$ cat src/rtl/id_ex_stage.sv
// ID/EX pipeline register: decode controls and data into EX, with optional load-use bubble insertion (ID_EX_HAZARD_EN).
// Latency: 1 cycle. Backpressure: stallIn holds everything, flushIn or a load-use hazard inserts a bubble, hazardStall freezes upstream.
// Bubble counter saturates at all-ones.
module id_ex_stage #(
    parameter int DATA_WIDTH     = 32,
    parameter int REG_ADDR_WIDTH = 5,
    parameter int ALU_OP_WIDTH   = 2,
    parameter int MEM_CTRL_WIDTH = 3,
    parameter int WB_CTRL_WIDTH  = 2,
    parameter int MEM_READ_BIT   = 1,
    parameter int CNT_WIDTH      = 16
) (
    input  logic                      clock,
    input  logic                      resetN,
    input  logic                      stallIn,
    input  logic                      flushIn,
    input  logic                      validInput,
    input  logic                      regDestInput,
    input  logic                      aluSrcInput,
    input  logic [ALU_OP_WIDTH-1:0]   aluOpInput,
    input  logic [MEM_CTRL_WIDTH-1:0] memControlInput,
    input  logic [WB_CTRL_WIDTH-1:0]  wbControlInput,
    input  logic [DATA_WIDTH-1:0]     readData1Input,
    input  logic [DATA_WIDTH-1:0]     readData2Input,
    input  logic [DATA_WIDTH-1:0]     signExtendWireInput,
    input  logic [DATA_WIDTH-1:0]     ifIdInput,
    input  logic [REG_ADDR_WIDTH-1:0] rsInput,
    input  logic [REG_ADDR_WIDTH-1:0] rtInput,
    input  logic [REG_ADDR_WIDTH-1:0] rdInput,
    output logic                      valid,
    output logic                      regDest,
    output logic                      aluSrc,
    output logic [ALU_OP_WIDTH-1:0]   aluOp,
    output logic [MEM_CTRL_WIDTH-1:0] memControlIdEx,
    output logic [WB_CTRL_WIDTH-1:0]  wbControlIdEx,
    output logic [DATA_WIDTH-1:0]     readData1,
    output logic [DATA_WIDTH-1:0]     readData2,
    output logic [DATA_WIDTH-1:0]     signExtendWire,
    output logic [DATA_WIDTH-1:0]     ifId,
    output logic [REG_ADDR_WIDTH-1:0] rs,
    output logic [REG_ADDR_WIDTH-1:0] rt,
    output logic [REG_ADDR_WIDTH-1:0] rd,
    output logic                      hazardStall,
    output logic [CNT_WIDTH-1:0]      bubbleCount
);

`ifdef ID_EX_HAZARD_EN
    localparam bit HAZARD_EN = 1'b1;
`else
    localparam bit HAZARD_EN = 1'b0;
`endif

    logic load_use;
    logic bubble;

    // A valid load in EX whose destination feeds the instruction now in decode.
    assign load_use = valid && memControlIdEx[MEM_READ_BIT] && (rt != '0) && validInput
                      && ((rt == rsInput) || (rt == rtInput));

    assign hazardStall = HAZARD_EN && load_use && !stallIn && !flushIn;
    assign bubble      = flushIn || hazardStall;

    always_ff @(posedge clock or negedge resetN) begin
        if (!resetN) begin
            valid          <= 1'b0;
            regDest        <= 1'b0;
            aluSrc         <= 1'b0;
            aluOp          <= '0;
            memControlIdEx <= '0;
            wbControlIdEx  <= '0;
            readData1      <= '0;
            readData2      <= '0;
            signExtendWire <= '0;
            ifId           <= '0;
            rs             <= '0;
            rt             <= '0;
            rd             <= '0;
            bubbleCount    <= '0;
        end else if (bubble) begin
            // Data fields are left as-is: a bubble is fully described by valid and zeroed controls.
            valid          <= 1'b0;
            regDest        <= 1'b0;
            aluSrc         <= 1'b0;
            aluOp          <= '0;
            memControlIdEx <= '0;
            wbControlIdEx  <= '0;
            rs             <= '0;
            rt             <= '0;
            rd             <= '0;
            if (bubbleCount != '1) begin
                bubbleCount <= bubbleCount + CNT_WIDTH'(1);
            end
        end else if (!stallIn) begin
            valid          <= validInput;
            regDest        <= regDestInput;
            aluSrc         <= aluSrcInput;
            aluOp          <= aluOpInput;
            memControlIdEx <= memControlInput;
            wbControlIdEx  <= wbControlInput;
            readData1      <= readData1Input;
            readData2      <= readData2Input;
            signExtendWire <= signExtendWireInput;
            ifId           <= ifIdInput;
            rs             <= rsInput;
            rt             <= rtInput;
            rd             <= rdInput;
        end
    end

endmodule

$ cat config.mk
export PLATFORM = sky130hd
export DESIGN_NAME = id_ex_stage
export DESIGN_NICKNAME = d
export VERILOG_FILES = /design/src/rtl/id_ex_stage.sv
export SDC_FILE = /design/constraint.sdc
export NUM_CORES = 1
export LEC_CHECK = 0
export ABC_AREA = 1
export CORE_MARGIN = 2
export CORE_UTILIZATION = 44
export CTS_CLUSTER_SIZE = 16
export DETAILED_ROUTE_END_ITERATION = 6
export GPL_ROUTABILITY_DRIVEN = 0
export HOLD_SLACK_MARGIN = 0.03
export PLACE_DENSITY = 0.86
export SLEW_MARGIN = 15
export SYNTH_ARGS = -nofsm -noshare
export SYNTH_HDL_FRONTEND = slang
export SYNTH_SLANG_ARGS = --single-unit
$ cat constraint.sdc
create_clock -name clock -period 3.44 [get_ports clock]
set_input_delay 0.688 -clock clock [delete_from_list [all_inputs] [get_ports clock]]
set_output_delay 0.688 -clock clock [all_outputs]
set_load 0.005 [all_outputs]
### Word-level counts from Yosys, hierarchy flattened

Cells that the tools add are included.

| word-level totals | value |
|---|---|
| word-level logic and storage cells | 39 |
| output and inout bits | 170 |
| register bits | 169 |
| input bits | 157 |

| operators by class | value |
|---|---|
| bitwise operators | 2 |
| reduce and logical (&&, ||, !) cells | 2 |
| muxes and demuxes | 18 |
| equality and inequality tests | 2 |
| add/sub/neg operators | 1 |

Operator list:

| cell | number |
|---|---|
| $mux 5 | 6 |
| $add 16x1->16 const B | 1 |
| $ne 16x16->1 const B | 1 |
| $mux 2 | 4 |
| $mux 1 | 6 |
| $mux 3 | 2 |
| $reduce_and 2->1 | 2 |
| $ne 2x1->1 const B | 1 |
| $not 1->1 | 2 |

### Logic depth before layout (Yosys ltp)

| depth | value |
|---|---|
| word-level depth | 2 |
| gate-level depth with buffers | 9 |
| mapped depth without buffers | 9 |

### Least setup slack after synthesis

Ideal clock, no wire load.

| path | value |
|---|---|
| path type | input to register |
| start point | input flushIn |
| end point | register readData1[0] |
| required time | 3.324 ns |
| path buffers | 3 |
| library setup time | 0.116 ns |
| slack | 1.882 ns |
| data arrival time | 1.442 ns |
| stages | 7 |
| cells stage by stage | buf_4 nor2_8 inv_2 buf_4 buf_2 nand2_1 nand2_1 |

| on the way | value |
|---|---|
| longest elaborated chain between the ends | 2 |

RTL lines:

| item | line | source |
|---|---|---|
| start, declared | 16 | `input logic flushIn,` |
| $not 1->1 (no line) | - |  |
| $reduce_and 2->1 (no line) | - |  |
| end signal, assigned | 100 | `readData1 <= readData1Input;` |
| end, declared | 36 | `output logic [DATA_WIDTH-1:0] readData1,` |

No other way between the ends.
A chain may end at the register's enable or synchronous reset.

### Final worst setup path

| path | value |
|---|---|
| start point | register bubbleCount[9] |
| end point | output bubbleCount[9] |

RTL lines:

| item | line | source |
|---|---|---|
| start, declared | 44 | `output logic [CNT_WIDTH-1:0] bubbleCount` |
| start signal, assigned | 91 | `bubbleCount <= bubbleCount + CNT_WIDTH'(1);` |

No word-level cell between the ends.

==> reports/results.ini <==
[status]
status=finished, final reports clean

[power]
power_density_mw_per_mm2=485
ir_drop_uv=322
p_leak_uw=0.00528

[finish]
fin_util=0.707
fillCellCount=1125
antenna_cells=0
final_nets=1261
drive_above_1_share=0.0512
syn_to_final_growth_pct=57.1
final_area_mm2=0.0107

[critical_path]
arrival_ns=1.49
worstSetupPathType=reg2out
cp_max_fo=6
critPathRequiredTime_ns=2.75
critical-path-max-stage-delay_ns=0.56
crit_path_end_kind=output pin
critPathTopFamily=buffers and inverters
crit_chain=clkdlybuf4s50_1
critPathBufInv=1
start_kind=flip-flop
slowest_stage=clkdlybuf4s50_1

[synth]
synth_nets=947
ys_seq_elements=169
avgSynthCellArea_um2=8.67
synth_area_leaders=dfrtp_1, nand2_1, nand3_1, buf_2, buf_4
synth.most_common_cell=nand2_1
synthArstFlopShare=1.00
synth_cell_types=27
yosysWarnings=0
yosys-top-cells-count=nand2_1, dfrtp_1, nand3_1, buf_2, inv_1
synth_seq_area_share=0.618
yosys.area.top_type_share=0.618
syn_area_mm2=0.00684
synth_edf_count=0
synth_top_cell_by_area=dfrtp_1
synth_cells=789
ys.flop_type=dfrtp_1

[detailed_routing]
wl_met1_mm=7.63
wl_met3_mm=1.62
drt_wl_total_mm=19.7
drt-vias-per-instance=4.76
drc=0
avgRoutedWirePerCell_um=15.2
drt_iter0_drc=278
topRoutingLayerUsed=met5
antenna_left=0
dr.pass1.iters=6
routed-via-count=6187
dr_wl_met2_mm=9.76

[clock_tree]
cts_root_buffer=clkbuf_16
ctsHoldBuffers=0
cts_resized=0
cts_tree=done
post_cts_buffers=0
cts_buffers=17
htree_num_levels=4
cts_sinks=169
clk_pin_slew_ns=0.06
clk_latency_ns=0.42
clk_path_buf_depth=2

[hold_path]
hold_class=in2async

[sta]
hold_violations=0
setup_viol=0
fin_setup_tns_ns=0
setup_ws_ns=1.26
rsz0062_at_grt=no
period_needed_ns=2.18
final-max-slew-violation-count=0
max_freq_mhz=460
tightest_slew_ns=0.639
finClkSkew_ns=0.00907
relSlewSlack=0.574
period_share=0.632

[global_route]
grt_pass1_vias=6093
gr-usage-all-layers=0.238
gr-total-overflow=0
grt_max_degree=154
grt_pass1_wl_mm=30.8
antenna_found_initial=1

[floorplanning]
dieWidth_um=129
rows=45
initial_utilization=0.450
core_area_mm2=0.0152
die_h_um=129
io-pin-count=327
die_area_mm2=0.0166

[place]
io_buffer_count=325
place_area_mm2=0.0102
dp_hpwl_mm=14.2
pre_cts_ws_ns=0.919

[run]
drv_cap=0

-- final timing paths --
path | start | end | slack, ns | cells after the start
max | bubbleCount[9] | bubbleCount[9] | 1.26 | 1
min | resetN | bubbleCount[7] | 0.19 | 1
max reg2reg | bubbleCount[0] | bubbleCount[9] | 1.85 | 8
min reg2reg | signExtendWire[16] | signExtendWire[16] | 0.47 | 2
max in group asynchronous | resetN | signExtendWire[25] | 2.38 | 2
min in group clock | signExtendWire[16] | signExtendWire[16] | 0.47 | 2
-- placed cells by master, fill, tap and decap left out, drive strengths merged, types with 3 or more instances in the layout --
cell type and n:
nand2 490, nand3 33, clkinv 5, xnor2 3
buf 8, clkdlybuf4s50 324, clkbuf 21, inv 18
dfrtp 169, nand4 8, nor2 18, o21ai 6
-- logic make-up (layout without fill, tap and decap cells) --
family | after synthesis | after routing | share of synthesized area
other | 1 | 1 | 0.000548
adders and majority gates | 1 | 1 | 0.00183
AOI/OAI and AO/OA | 6 | 6 | 0.00494
xor gates and xnor gates | 4 | 4 | 0.00512
DFF | 169 | 169 | 0.618
and+or+nand+nor | 553 | 553 | 0.331
buffers and inverters | 55 | 379 | 0.0386
-- state kept, by name (all words and copies together) (netlist names) --
| name | count |
|---|---|
| bubbleCount | 16 |
| readData2 | 32 |
| ifId | 32 |
| aluOp | 2 |
| rd | 5 |
| memControlIdEx | 3 |
| rt | 5 |
| aluSrc | 1 |
| signExtendWire | 32 |
| rs | 5 |
| regDest | 1 |
| wbControlIdEx | 2 |
| readData1 | 32 |
| valid | 1 |
-- routing by layer --
metal	vias up	global-route usage
met3	50	0.0827
met1	2877	0.272
met4	2	0.109
li1	3021	-
met5	-	0
met2	237	0.405
-- report_power, final --
part / internal [µW] / leakage, µW / switching [µW] / total (µW)
Sequential: 2220 / 0.00212 / 165 / 2390
Combinational: 672 / 0.00291 / 430 / 1100
Clock: 981 / 0.000249 / 745 / 1730
-- layout make-up --
| cell class | instances | area, µm² | share of cell area |
|---|---|---|---|
| clock buffers | 21 | 440 | 0.0410 |
| flip-flops and latches | 169 | 4230 | 0.393 |
| repair buffers | 332 | 3340 | 0.311 |
| clock inverters | 8 | 77.6 | 0.00722 |
| inverters | 18 | 72.6 | 0.00675 |
| well taps | 188 | 235 | 0.0219 |
| multi-input cells | 565 | 2350 | 0.219 |
-- metrics by stage --
step / power [µW] / hold slack (ns) / instances
finish: 5220 / 0.192 / 1301
global route: 5470 / 0.215 / 1301
CTS: 5270 / 0.197 / 1301
detailed placement: 3530 / 0.457 / 1272
global placement: 3500 / 0.453 / 1272
floorplan: 2720 / 0.392 / 789
Power figures use the tool's default switching activity.
